File: src/rtl/load_store_unit_if.sv
// rtl/load_store_unit_if.sv - request/response and data-memory signal bundle for load_store_unit
//
// Purpose: groups the datapath request side and the 64-bit data memory side of the
// load/store sequencer into one interface.
// Modports:
//   master - datapath/memory environment: drives Start, IsStore, Funct3, Addr,
//            StoreData, MemRData; observes the sequencer outputs.
//   slave  - load_store_unit: receives the request and MemRData; drives MemAddr,
//            MemWrite, MemWData, Busy, Done, LoadData, Err.

interface load_store_unit_if;
  logic        Start;
  logic        IsStore;
  logic [2:0]  Funct3;
  logic [63:0] Addr;
  logic [63:0] StoreData;
  logic [63:0] MemAddr;
  logic        MemWrite;
  logic [63:0] MemWData;
  logic [63:0] MemRData;
  logic        Busy;
  logic        Done;
  logic [63:0] LoadData;
  logic        Err;

  modport master (
    output Start, IsStore, Funct3, Addr, StoreData, MemRData,
    input  MemAddr, MemWrite, MemWData, Busy, Done, LoadData, Err
  );

  modport slave (
    input  Start, IsStore, Funct3, Addr, StoreData, MemRData,
    output MemAddr, MemWrite, MemWData, Busy, Done, LoadData, Err
  );
endinterface

File: src/rtl/load_store_unit.sv
// rtl/load_store_unit.sv - multicycle load/store sequencer for a 64-bit data memory
//
// Purpose: accepts one load or store request at a time, performs the doubleword
// read, lane extraction with sign/zero extension, or read-modify-write merge, and
// reports completion with a one-cycle Done pulse.
// Ports:
//   clk      - clock, all state changes on the rising edge
//   Reset    - asynchronous active-high reset
//   lsu      - load_store_unit_if.slave: Start/IsStore/Funct3/Addr/StoreData request,
//              MemAddr/MemWrite/MemWData/MemRData memory side, Busy/Done/LoadData/Err status
// Parameter:
//   MEM_LAT  - rising edges from entering RD to the edge that samples MemRData (1..15)

module load_store_unit #(
  parameter int MEM_LAT = 1
) (
  input  logic               clk,
  input  logic               Reset,
  load_store_unit_if.slave   lsu
);

  typedef enum logic [1:0] {
    IDLE = 2'd0,
    RD   = 2'd1,
    WR   = 2'd2,
    DONE = 2'd3
  } state_t;

  localparam logic [3:0] LAT_LAST = 4'(MEM_LAT - 1);

  state_t      state_q, state_d;
  logic [3:0]  cnt_q, cnt_d;

  // Request fields latched at acceptance. Only the in-doubleword byte offset and
  // the low word of the store data are needed after the accepting edge: MemAddr
  // is set on that edge and SD writes StoreData directly.
  logic        is_store_q, is_store_d;
  logic [2:0]  funct3_q, funct3_d;
  logic [2:0]  off_q, off_d;
  logic [31:0] sdata_q, sdata_d;

  logic [63:0] mem_addr_d;
  logic        mem_write_d;
  logic [63:0] mem_wdata_d;
  logic [63:0] load_data_d;
  logic        err_d;

  logic        illegal_req;
  logic [63:0] lane_shift;
  logic [63:0] load_ext;
  logic [7:0]  byte_mask;
  logic [63:0] bit_mask;
  logic [63:0] data_shift;
  logic [63:0] merged;

  // Illegal: unknown funct3 for the direction, or not naturally aligned.
  always_comb begin
    illegal_req = lsu.IsStore ? lsu.Funct3[2] : (lsu.Funct3 == 3'b111);
    case (lsu.Funct3[1:0])
      2'b01:   if (lsu.Addr[0])      illegal_req = 1'b1;
      2'b10:   if (|lsu.Addr[1:0])   illegal_req = 1'b1;
      2'b11:   if (|lsu.Addr[2:0])   illegal_req = 1'b1;
      default: ;
    endcase
  end

  // The doubleword is consumed on the sampling edge itself: the extended load
  // value and the merged write data are both registered from MemRData there, so
  // LoadData / MemWData act as the captured-doubleword register.
  always_comb begin
    lane_shift = lsu.MemRData >> {off_q, 3'b000};
    case (funct3_q)
      3'b000:  load_ext = {{56{lane_shift[7]}},  lane_shift[7:0]};
      3'b001:  load_ext = {{48{lane_shift[15]}}, lane_shift[15:0]};
      3'b010:  load_ext = {{32{lane_shift[31]}}, lane_shift[31:0]};
      3'b100:  load_ext = {56'd0, lane_shift[7:0]};
      3'b101:  load_ext = {48'd0, lane_shift[15:0]};
      3'b110:  load_ext = {32'd0, lane_shift[31:0]};
      default: load_ext = lane_shift;
    endcase
  end

  // Partial-store merge: byte lanes off..off+n-1 come from the store data,
  // the rest from the doubleword just read.
  always_comb begin
    case (funct3_q[1:0])
      2'b00:   byte_mask = 8'h01 << off_q;
      2'b01:   byte_mask = 8'h03 << off_q;
      default: byte_mask = 8'h0F << off_q;
    endcase
    bit_mask = '0;
    for (int i = 0; i < 8; i++) begin
      bit_mask[8*i +: 8] = {8{byte_mask[i]}};
    end
    data_shift = {32'd0, sdata_q} << {off_q, 3'b000};
    merged     = (lsu.MemRData & ~bit_mask) | (data_shift & bit_mask);
  end

  // Next-state and next-output logic.
  always_comb begin
    state_d     = state_q;
    cnt_d       = cnt_q;
    is_store_d  = is_store_q;
    funct3_d    = funct3_q;
    off_d       = off_q;
    sdata_d     = sdata_q;
    mem_addr_d  = lsu.MemAddr;
    mem_write_d = 1'b0;
    mem_wdata_d = lsu.MemWData;
    load_data_d = lsu.LoadData;
    err_d       = 1'b0;

    case (state_q)
      IDLE: begin
        if (lsu.Start) begin
          is_store_d = lsu.IsStore;
          funct3_d   = lsu.Funct3;
          off_d      = lsu.Addr[2:0];
          sdata_d    = lsu.StoreData[31:0];
          if (illegal_req) begin
            // No memory access at all: MemAddr is left where it was.
            state_d = DONE;
            err_d   = 1'b1;
          end else if (lsu.IsStore && lsu.Funct3[1:0] == 2'b11) begin
            // SD needs no read.
            state_d     = WR;
            mem_addr_d  = {lsu.Addr[63:3], 3'b000};
            mem_write_d = 1'b1;
            mem_wdata_d = lsu.StoreData;
          end else begin
            state_d    = RD;
            cnt_d      = 4'd0;
            mem_addr_d = {lsu.Addr[63:3], 3'b000};
          end
        end
      end

      RD: begin
        if (cnt_q == LAT_LAST) begin
          if (is_store_q) begin
            state_d     = WR;
            mem_write_d = 1'b1;
            mem_wdata_d = merged;
          end else begin
            state_d     = DONE;
            load_data_d = load_ext;
          end
        end else begin
          cnt_d = cnt_q + 4'd1;
        end
      end

      WR: begin
        state_d = DONE;
      end

      DONE: begin
        state_d = IDLE;
      end

      default: begin
        state_d = IDLE;
      end
    endcase
  end

  always_ff @(posedge clk or posedge Reset) begin
    if (Reset) begin
      state_q      <= IDLE;
      cnt_q        <= 4'd0;
      is_store_q   <= 1'b0;
      funct3_q     <= 3'd0;
      off_q        <= 3'd0;
      sdata_q      <= 32'd0;
      lsu.MemAddr  <= 64'd0;
      lsu.MemWrite <= 1'b0;
      lsu.MemWData <= 64'd0;
      lsu.Busy     <= 1'b0;
      lsu.Done     <= 1'b0;
      lsu.LoadData <= 64'd0;
      lsu.Err      <= 1'b0;
    end else begin
      state_q      <= state_d;
      cnt_q        <= cnt_d;
      is_store_q   <= is_store_d;
      funct3_q     <= funct3_d;
      off_q        <= off_d;
      sdata_q      <= sdata_d;
      lsu.MemAddr  <= mem_addr_d;
      lsu.MemWrite <= mem_write_d;
      lsu.MemWData <= mem_wdata_d;
      lsu.Busy     <= (state_d != IDLE);
      lsu.Done     <= (state_d == DONE);
      lsu.LoadData <= load_data_d;
      lsu.Err      <= err_d;
    end
  end

endmodule

File: src/flat_wrapper.sv
// flat-port wrapper written by rule: the top's interface ports become plain ports
module load_store_unit_flat 
#(
  parameter int MEM_LAT = 1
)
  (clk, Reset, lsu_Start, lsu_IsStore, lsu_Funct3, lsu_Addr, lsu_StoreData, lsu_MemRData, lsu_MemAddr, lsu_MemWrite, lsu_MemWData, lsu_Busy, lsu_Done, lsu_LoadData, lsu_Err);
  load_store_unit_if lsu_i ();
  input  logic clk;
  input  logic Reset;
  input wire logic [$bits(lsu_i.Start)-1:0] lsu_Start;
  input wire logic [$bits(lsu_i.IsStore)-1:0] lsu_IsStore;
  input wire logic [$bits(lsu_i.Funct3)-1:0] lsu_Funct3;
  input wire logic [$bits(lsu_i.Addr)-1:0] lsu_Addr;
  input wire logic [$bits(lsu_i.StoreData)-1:0] lsu_StoreData;
  input wire logic [$bits(lsu_i.MemRData)-1:0] lsu_MemRData;
  output wire logic [$bits(lsu_i.MemAddr)-1:0] lsu_MemAddr;
  output wire logic [$bits(lsu_i.MemWrite)-1:0] lsu_MemWrite;
  output wire logic [$bits(lsu_i.MemWData)-1:0] lsu_MemWData;
  output wire logic [$bits(lsu_i.Busy)-1:0] lsu_Busy;
  output wire logic [$bits(lsu_i.Done)-1:0] lsu_Done;
  output wire logic [$bits(lsu_i.LoadData)-1:0] lsu_LoadData;
  output wire logic [$bits(lsu_i.Err)-1:0] lsu_Err;
  assign lsu_i.Start = lsu_Start;
  assign lsu_i.IsStore = lsu_IsStore;
  assign lsu_i.Funct3 = lsu_Funct3;
  assign lsu_i.Addr = lsu_Addr;
  assign lsu_i.StoreData = lsu_StoreData;
  assign lsu_i.MemRData = lsu_MemRData;
  assign lsu_MemAddr = lsu_i.MemAddr;
  assign lsu_MemWrite = lsu_i.MemWrite;
  assign lsu_MemWData = lsu_i.MemWData;
  assign lsu_Busy = lsu_i.Busy;
  assign lsu_Done = lsu_i.Done;
  assign lsu_LoadData = lsu_i.LoadData;
  assign lsu_Err = lsu_i.Err;
  load_store_unit #(.MEM_LAT(MEM_LAT)) u_core (.clk(clk), .Reset(Reset), .lsu(lsu_i));
endmodule
File: config.mk
export PLATFORM = sky130hd
export DESIGN_NAME = load_store_unit_flat
export DESIGN_NICKNAME = d
export VERILOG_FILES = /design/src/rtl/load_store_unit_if.sv /design/src/rtl/load_store_unit.sv /design/src/flat_wrapper.sv
export SDC_FILE = /design/constraint.sdc
export NUM_CORES = 1
export LEC_CHECK = 0
export ABC_AREA = 1
export CAP_MARGIN = 30
export CORE_MARGIN = 1
export CORE_UTILIZATION = 49
export CTS_CLUSTER_SIZE = 10
export DETAILED_ROUTE_END_ITERATION = 10
export DONT_BUFFER_PORTS = 1
export PLACE_DENSITY_LB_ADDON = 0.15
export SKIP_CTS_REPAIR_TIMING = 1
export SYNTH_ARGS = -nofsm -noshare
export SYNTH_HDL_FRONTEND = slang
export SYNTH_SLANG_ARGS = --single-unit
File: constraint.sdc
create_clock -name clk -period 9.6 [get_ports clk]
set_input_delay 0.48 -clock clk [delete_from_list [all_inputs] [get_ports clk]]
set_output_delay 0.48 -clock clk [all_outputs]
set_load 0.02 [all_outputs]
==> results.py, run 1 <==
metrics = {
    "outcome": {
        "outcome": "finished, final reports clean",
    },
    "hold_path": {
        "hp-class": "input pin to flip-flop",
    },
    "cts": {
        "cts-root-buf": "clkbuf_16",
        "cts.path.max_buffers": 3,
        "htreeDepth": 1,
        "cts_buffers": 27,
        "clk_latency_ns": 0.56,
        "cts_tree": "built",
        "clkTransAtPathRegs_ns": 0.06,
        "clkSinkCount": 238,
    },
    "finish": {
        "finalNetCount": 2112,
        "instances_no_fill": 2257,
        "post-route-cell-area_um2": 14200,
        "n_fill_cell": 2722,
        "area_growth_pct": 5.68,
        "regArea_um2": 5960,
        "layout-drive-gt1-share_pct": 4.60,
        "multi_input_comb_area_um2": 6480,
    },
    "global_route": {
        "grt_pass1_vias": 12400,
        "antenna_found_initial": 5,
        "grt_max_degree": 110,
        "grt_pass1_wl_mm": 73.5,
        "grt-ovfl-total": 0,
        "grt_usage_pct": 34.4,
    },
    "placed_design": {
        "dp.cells": 2222,
        "place_congestion": 1.03,
        "hpwl_mm": 36.1,
        "dpl-instance-area_um2": 13500,
        "portBuffers": 0,
        "pre_cts_ws_ns": 6.28,
    },
    "timing": {
        "rsz0062_at_grt": "false",
        "setup_viol": 0,
        "fmax_mhz": 292,
        "tns_ns": 0,
        "finalWorstSetupSlack_ns": 6.18,
        "drv_slew": 0,
        "hold_viol": 0,
        "worstMarginPinSlew_ns": 0.974,
        "min_period_ns": 3.42,
        "slew_headroom_pct": 34.8,
        "finalCritPeriodShare_pct": 35.6,
        "finClkSkew_ns": 0.0154,
    },
    "power": {
        "switchingPower_w": 0.00316,
        "sw_frac_of_total_pct": 53.7,
        "power_density_nw_per_um2": 414,
        "seqPwrFrac_pct": 41.5,
        "vdd_drop_max_v": 0.000156,
        "cellLeakagePower_nw": 7.13,
        "pwr-share-clk_pct": 15.2,
        "power_frac_comb_pct": 43.3,
        "p_int_w": 0.00273,
        "finalPower_w": 0.00588,
    },
    "logic_synthesis": {
        "netlist_area_um2": 13400,
        "syn_area_per_cell_um2": 6.78,
        "yosys.area.top_type_share_pct": 44.3,
        "seq_area_frac_synth_pct": 44.3,
        "synth_edf_count": 0,
        "synth_cell_types": 35,
        "async_flop_share_pct": 100,
        "synth-seq-cells": 238,
        "yosysWarningCount": 0,
        "synthFlopType": "dfrtp_1",
        "synthTopCellsByCount": "835 x nand2_1, 238 x dfrtp_1, 187 x o21ai_0",
        "netlist_top_cells_area": "dfrtp_1 44%, nand2_1 23%, o21ai_0 7.0%",
        "yosysMostFrequentCell": "nand2_1",
        "synthCells": 1982,
        "synth_area_leader_cell": "dfrtp_1",
    },
    "setup_path": {
        "worst-path-buf-inv": 3,
        "path_max_fanout": 53,
        "endpoint_kind": "flip-flop",
        "cp_top_family": "simple AND/OR/NAND/NOR gates",
        "cp_data_required_time_ns": 10.04,
        "path_common_cell": "nand2_1",
        "start_kind": "flip-flop",
        "crit_type": "flip-flop to flip-flop",
        "max_stage_delay_ns": 0.86,
        "crit_chain": "inv_2 -> nand2_1 -> inv_2 -> nand2_1 -> nand2_1 -> clkinv_1 -> nand2_1 -> nand2_2 -> nand3_2 -> nor2_1 -> nor2_1",
        "arrival_ns": 3.86,
        "slowest_stage": "dfrtp_1",
    },
    "routing": {
        "drc_errors": 0,
        "drt-total-wl_mm": 49.1,
        "dr_total_vias": 13000,
        "viasPerCell": 5.75,
        "antenna_left": 0,
        "drt_iter0_drc": 1383,
        "wl_per_cell_um": 21.7,
        "first_pass_iters": 8,
    },
    "floorplanning": {
        "fp.coreArea_um2": 27000,
        "die_height_um": 168,
        "die_w_um": 168,
        "start_util_pct": 49.9,
        "ios": 395,
        "die_area_um2": 28100,
        "row_count": 60,
    },
    "job": {
        "cap_violations": 0,
    },
}
==> through the flow <==
stage	utilization, %	hold WS [ns]
finish	52.7	0.0378
CTS	52.6	-0.0568
global route	52.7	0.0320
floorplan	-	0.467
global placement	49.8	0.487
detailed placement	50.0	0.491
==> cell usage in the layout, fill, tap and decap left out, types with 15 or more instances in the layout <==
cell type  count
buf_4         15
o211ai_1      16
inv_1        104
o21ai_0      187
nor2_1       161
a21oi_1       89
nand2_1      834
clkbuf_16     27
nand3_1      106
o21ai_1       43
dfrtp_1      237
==> area by class of cell <==
class | instances | share of cell area [%]
multi-input combinational | 1507 | 45.6
sequential | 238 | 42.0
clock buffer | 30 | 4.84
inverter | 119 | 3.20
tap | 341 | 3.00
timing repair buffer | 18 | 1.20
clock inverter | 1 | 0.141
antenna | 3 | 0.0528
==> logic make-up after synthesis <==
group / synth area share, %
buf+inv: 7.59
mux: 0.0745
other cells: 0.0279
compound gates: 14.0
flops: 44.3
xor+xnor: 0.0652
fa+ha+maj: 0.186
simple gates: 33.7
==> worst paths after layout <==
check / startpoint / to / slack (ns) / cells past startpoint
min in group asynchronous: Reset / u_core.lsu.MemWData[13]$_DFFE_PP0P_ / 0.55 / 2
max: u_core.off_q[2]$_DFFE_PP0P_ / u_core.lsu.LoadData[33]$_DFFE_PP0P_ / 6.18 / 11
max in group asynchronous: Reset / u_core.lsu.LoadData[53]$_DFFE_PP0P_ / 7.70 / 3
min: lsu_Funct3[0] / u_core.funct3_q[0]$_DFFE_PP0P_ / 0.04 / 2
min reg2reg: u_core.cnt_q[1]$_DFFE_PP0P_ / u_core.cnt_q[1]$_DFFE_PP0P_ / 0.50 / 2
max reg2reg: u_core.off_q[2]$_DFFE_PP0P_ / u_core.lsu.LoadData[33]$_DFFE_PP0P_ / 6.18 / 11
==> per-layer routing <==
| metal | part of all wire (%) | routed length (µm) | up-vias | global-route usage [%] |
|---|---|---|---|---|
| li1 | - | - | 6113 | - |
| met1 | 38 | 18500 | 5983 | 41.8 |
| met5 | 0 | 0 | - | 0 |
| met4 | 6.4 | 3120 | 0 | 19.8 |
| met2 | 45 | 22200 | 720 | 54.8 |
| met3 | 11 | 5210 | 167 | 9.81 |
==> state kept, by name (all words and copies together) (netlist names) <==
signal	flops
u_core.lsu.MemWData	64
u_core.lsu.Done	1
u_core.lsu.MemAddr	61
u_core.off_q	3
u_core.is_store_q	1
u_core.cnt_q	4
u_core.lsu.Err	1
u_core.sdata_q	32
u_core.lsu.MemWrite	1
u_core.state_q	2
u_core.lsu.LoadData	64
u_core.lsu.Busy	1
u_core.funct3_q	3
==> power by group through the flow <==
stage	logic (W)	clock network (W)	registers, W
after floorplan	0.00193	0	0.00224
after global placement	0.00245	0	0.00244
after detailed placement	0.00250	0	0.00244
after CTS	0.00250	0.000914	0.00244
after global routing	0.00285	0.000945	0.00249
final	0.00255	0.000896	0.00244
(Power assumes the default switching activity.)
==> inputs of run 2 (changes only) <==
==> constraint.sdc (replaced) <==
create_clock -name clk -period 2.8 [get_ports clk]
set_input_delay 0.14 -clock clk [delete_from_list [all_inputs] [get_ports clk]]
set_output_delay 0.14 -clock clk [all_outputs]
set_load 0.02 [all_outputs]
==> run 2 against run 1 <==
- the flow now finishes with violations (hold timing)
- die area unchanged
- global-route usage increased by 1.2 points
- final cell count increased by 8.4%
- sequential share of layout area decreased by 5.0 points
- cell area increased by 13%
- register-to-register slack got worse by 6.0 ns
- power increased to 3.6 times the previous value
- worst setup slack got worse by 6.0 ns
- fmax increased by 30%
==> results.py, run 2 (synthesis gave the netlist of run 1 again) <==
metrics = {
    "cts": {
        "cts.path.max_buffers": 3,
        "clk_latency_ns": 0.55,
        "clkTransAtPathRegs_ns": 0.06,
        "cts_tree": "built",
        "htreeDepth": 1,
        "cts-root-buf": "clkbuf_16",
        "cts_buffers": 28,
        "clkSinkCount": 238,
    },
    "setup_path": {
        "cp_data_required_time_ns": 3.28,
        "rr_worst_depth": 10,
        "arrival_ns": 3.11,
        "crit_start": "u_core.funct3_q[1]$_DFFE_PP0P_",
        "endpoint_kind": "flip-flop",
        "crit_type": "flip-flop to flip-flop",
        "r2r_start": "u_core.funct3_q[1]$_DFFE_PP0P_",
        "start_kind": "flip-flop",
        "path_max_fanout": 19,
    },
    "power": {
        "cellLeakagePower_nw": 7.95,
        "vdd_drop_max_v": 0.000660,
        "power_density_nw_per_um2": 1310,
        "finalPower_w": 0.0211,
    },
    "floorplanning": {
        "ios": 395,
        "die_area_um2": 28100,
        "die_height_um": 168,
        "row_count": 60,
        "fp.coreArea_um2": 27000,
        "start_util_pct": 49.9,
        "die_w_um": 168,
    },
    "routing": {
        "viasPerCell": 5.71,
        "drc_errors": 0,
        "wl_per_cell_um": 21.7,
        "routed-wl-met2_mm": 25.1,
        "first_pass_iters": 8,
        "m1WireLength_mm": 20.2,
        "met3WireLength_mm": 4.79,
        "dr.max_layer_used": "met4",
        "dr_total_vias": 14000,
        "drt_iter0_drc": 1272,
        "drt-total-wl_mm": 53.1,
        "antenna_left": 0,
    },
    "hold_path": {
        "hp-class": "input pin to flip-flop",
        "min_from": "lsu_MemRData[57]",
        "worstHoldPathCells": 6,
    },
    "timing": {
        "rsz0062_at_grt": "false",
        "worstMarginPinSlew_ns": 0.952,
        "hold_viol": 11,
        "setup_viol": 0,
        "finClkSkew_ns": 0.0217,
        "tns_ns": 0,
        "finalCritPeriodShare_pct": 94.1,
        "whs_ns": -0.0453,
        "drv_slew": 0,
        "slew_headroom_pct": 36.6,
        "finalWorstSetupSlack_ns": 0.165,
        "fmax_mhz": 379,
        "min_period_ns": 2.64,
    },
    "job": {
        "cap_violations": 0,
    },
    "finish": {
        "layout_commonest_cell": "nand2_1",
        "layout-drive-gt1-share_pct": 5.61,
        "area_growth_pct": 19.9,
        "top_regs": "u_core.lsu.LoadData x64, u_core.lsu.MemWData x64, u_core.lsu.MemAddr x61",
        "final_cell_mix": "834 x nand2_1, 237 x dfrtp_1, 187 x o21ai_0, 161 x nor2_1, 160 x dlygate4sd3_1",
        "finalNetCount": 2298,
    },
    "global_route": {
        "grt-ovfl-total": 0,
        "antenna_found_initial": 1,
        "grt_usage_pct": 35.7,
        "grt_pass1_wl_mm": 76.1,
        "grt_pass1_vias": 12800,
        "grt_max_degree": 104,
    },
    "placed_design": {
        "place_congestion": 1.00,
        "hpwl_mm": 38.7,
        "pre_cts_ws_ns": 0.361,
        "portBuffers": 0,
    },
    "outcome": {
        "violations": "hold timing",
        "outcome": "finished with violations",
    },
}
## run 2: cell type report
type	instances	area [µm²]
multi-input cells	1507	6480
fillers	2564	10800
diodes	1	2.50
well taps	341	427
clock inverters	1	5.00
clock buffers	36	772
flip-flops and latches	238	5960
inverters	119	450
repair buffers	203	2020
## run 2: critical path: stages (launching register included)
cell and delay, ns:
dfrtp_1 0.39, buf_4 0.28, inv_1 0.21, nor2_1 0.37
nand2_2 0.19, nand2_1 0.25, nand2_1 0.10, nand3_1 0.10
nand2_1 0.05, dlygate4sd3_1 0.56, nand2_1 0.07
## run 2: final timing paths
path                                                  endpoint  slack [ns]
hold reg to reg                    u_core.cnt_q[1]$_DFFE_PP0P_        0.53
setup / recovery           u_core.lsu.MemWData[50]$_DFFE_PP0P_        0.16
hold / removal             u_core.lsu.LoadData[41]$_DFFE_PP0P_       -0.05
setup reg to reg           u_core.lsu.MemWData[50]$_DFFE_PP0P_        0.16
max in group asynchronous          u_core.off_q[0]$_DFFE_PP0P_        1.94
min in group asynchronous  u_core.lsu.MemWData[15]$_DFFE_PP0P_        0.02
## run 2: stage by stage
stage          hold slack, ns  util, %  instance area [µm²]  instances
6_report              -0.0453     59.8                16100       2446
5_1_grt                0.0104     59.8                16100       2446
4_1_cts                -0.607     53.9                14500       2285
3_5_place_dp          -0.0319     51.0                13700       2248
3_3_place_gp          -0.0328     51.0                13700       2248
2_1_floorplan           0.257        -                13500       1984
## run 2: report_power, final
group          internal, W  total (W)  switching [W]  leakage (nW)
combinational      0.00294    0.00958        0.00664          4.67
clock              0.00188    0.00326        0.00138         0.382
sequential         0.00513    0.00821        0.00308          2.89
total              0.00996     0.0211         0.0111          7.95
## run 2: layer usage
| metal | track usage, % | vias up |
|---|---|---|
| met4 | 19.5 | 0 |
| met3 | 8.23 | 172 |
| met5 | 0 | - |
| met2 | 58.9 | 772 |
| li1 | - | 6495 |
| met1 | 43.2 | 6516 |
==> inputs of run 3 (changes only) <==
--- a/config.mk
+++ b/config.mk
@@ -7,6 +7,7 @@
 export LEC_CHECK = 0
 export ABC_AREA = 1
 export CAP_MARGIN = 30
+export CORE_ASPECT_RATIO = 1.4
 export CORE_MARGIN = 1
 export CORE_UTILIZATION = 49
 export CTS_CLUSTER_SIZE = 10
==> run 3 against run 2 <==
- the flow still finishes with violations (hold timing)
- highest routed layer unchanged
- clock skew up 0.0061 ns
- clock power down 6%
- die area about the same
- via count up 2.0%
- critical path type unchanged
- sequential share of layout area down 0.069 points
- worst hold slack worse by 0.0053 ns
- global-route usage up 3.5 points
- count of clock-buffer cells in the layout down 7
==> results.py, run 3 (synthesis gave the netlist of run 1 again) <==
metrics = {
    "cts": {
        "cts_buffers": 27,
        "cts-root-buf": "clkbuf_16",
        "clkTransAtPathRegs_ns": 0.06,
        "cts.path.max_buffers": 3,
        "clkSinkCount": 238,
        "clk_latency_ns": 0.56,
        "cts_tree": "built",
        "htreeDepth": 1,
    },
    "job": {
        "cap_violations": 0,
    },
    "floorplanning": {
        "die_area_um2": 28100,
        "start_util_pct": 49.9,
        "fp.coreArea_um2": 26900,
        "ios": 395,
        "die_height_um": 198,
        "die_w_um": 142,
        "row_count": 71,
    },
    "global_route": {
        "met3_usage_pct": 10.2,
        "grt_max_degree": 104,
        "met2_usage_pct": 66.3,
        "grt_pass1_vias": 13000,
        "grt_pass1_wl_mm": 79.9,
        "antenna_found_initial": 5,
        "grt-ovfl-total": 0,
        "grt_usage_pct": 39.2,
        "met1_usage_pct": 41.2,
        "grt.busiest_layer": "met2",
    },
    "finish": {
        "top_regs": "u_core.lsu.LoadData x64, u_core.lsu.MemWData x64, u_core.lsu.MemAddr x61",
        "regArea_um2": 5960,
        "n_fill_cell": 2449,
        "layout-drive-gt1-share_pct": 5.94,
        "layout_commonest_cell": "nand2_1",
        "multi_input_comb_area_um2": 6480,
        "instances_no_fill": 2472,
        "finalNetCount": 2305,
        "area_growth_pct": 20.2,
        "final_cell_mix": "833 x nand2_1, 237 x dfrtp_1, 187 x o21ai_0, 161 x nor2_1, 159 x dlygate4sd3_1",
    },
    "hold_path": {
        "hp-class": "input pin to flip-flop",
    },
    "routing": {
        "drt_iter0_drc": 1177,
        "drt-total-wl_mm": 58.4,
        "dr_total_vias": 14200,
        "wl_per_cell_um": 23.6,
        "antenna_left": 0,
        "drc_errors": 0,
        "viasPerCell": 5.76,
        "first_pass_iters": 5,
    },
    "power": {
        "power_density_nw_per_um2": 1320,
        "cellLeakagePower_nw": 7.96,
        "finalPower_w": 0.0213,
        "vdd_drop_max_v": 0.000704,
    },
    "timing": {
        "hold_viol": 11,
        "finalCritPeriodShare_pct": 98.0,
        "fmax_mhz": 365,
        "slew_headroom_pct": 37.2,
        "worstMarginPinSlew_ns": 0.942,
        "drv_slew": 0,
        "finClkSkew_ns": 0.0278,
        "whs_ns": -0.0506,
        "min_period_ns": 2.74,
        "setup_viol": 0,
    },
    "setup_path": {
        "cp_data_required_time_ns": 3.28,
        "slowest_stage": "dlygate4sd3_1",
        "path_max_fanout": 9,
        "arrival_ns": 3.22,
        "path_common_cell": "nand2_1",
        "crit_type": "flip-flop to flip-flop",
        "crit_chain": "inv_2 -> nand2_1 -> nor2_1 -> nand2_2 -> nand2_1 -> nand2_1 -> nand3_1 -> nand2_1 -> dlygate4sd3_1 -> nand2_1",
        "max_stage_delay_ns": 0.62,
        "start_kind": "flip-flop",
        "endpoint_kind": "flip-flop",
    },
    "outcome": {
        "outcome": "finished with violations",
        "violations": "hold timing",
    },
    "placed_design": {
        "portBuffers": 0,
        "place_congestion": 1.00,
        "hpwl_mm": 42.6,
        "dp.cells": 2281,
    },
}
## run 3: cell count changes in the layout (fill, tap and decap cells not counted), sizes merged
cell	before	now
diode	1	2
dlygate4sd3	160	159
clkbuf	36	29
clkinv	3	2
buf	43	52
inv	116	117
## run 3: layout make-up
class | count | area share, %
multi-input combinational | 1507 | 40.1
sequential | 238 | 36.9
timing repair buffer | 211 | 13.0
clock buffer | 29 | 4.29
tap | 365 | 2.83
inverter | 119 | 2.79
clock inverter | 1 | 0.0542
antenna | 2 | 0.0310
## run 3: through the flow
stage                     instance area [µm²]  worst slack (ns)  setup TNS, ns  util (%)
final                                   16200            0.0570              0      60.0
after global routing                    16200           -0.0448        -0.0448      60.0
after CTS                               14600             0.385              0      54.1
after detailed placement                13900             0.407              0      51.5
after global placement                  13900             0.297              0      51.5
after floorplan                         13500            -0.460        -109.45         -
## run 3: per-layer routing
layer  up-vias  wire, µm
li1       6500         -
met4         0      5450
met5         -         0
met1      6672     20000
met2       805     28000
met3       252      4990
## run 3: final timing paths
path	startpoint	to	slack (ns)	cells past startpoint
worst min register to register	u_core.cnt_q[1]$_DFFE_PP0P_	u_core.cnt_q[1]$_DFFE_PP0P_	0.52	2
worst min-delay path	lsu_MemRData[6]	u_core.lsu.MemWData[6]$_DFFE_PP0P_	-0.05	4
worst max register to register	u_core.off_q[2]$_DFFE_PP0P_	u_core.lsu.MemWData[48]$_DFFE_PP0P_	0.06	10
min in group asynchronous	Reset	u_core.lsu.MemWData[27]$_DFFE_PP0P_	0.22	2
max in group asynchronous	Reset	u_core.off_q[0]$_DFFE_PP0P_	1.77	3
worst max-delay path	u_core.off_q[2]$_DFFE_PP0P_	u_core.lsu.MemWData[48]$_DFFE_PP0P_	0.06	10
## run 3: critical path: cells and delay by family (launching register included)
kind / cells / cell delay [ns]
and+or+nand+nor: 8 / 1.27
buffers and inverters: 2 / 0.83
DFF: 1 / 0.55
## run 3: where the power goes
| group | switching (W) | leakage, nW | internal [W] |
|---|---|---|---|
| clock network | 0.00135 | 0.346 | 0.00172 |
| logic | 0.00687 | 4.72 | 0.00299 |
| registers | 0.00322 | 2.89 | 0.00513 |
| total | 0.0114 | 7.96 | 0.00984 |
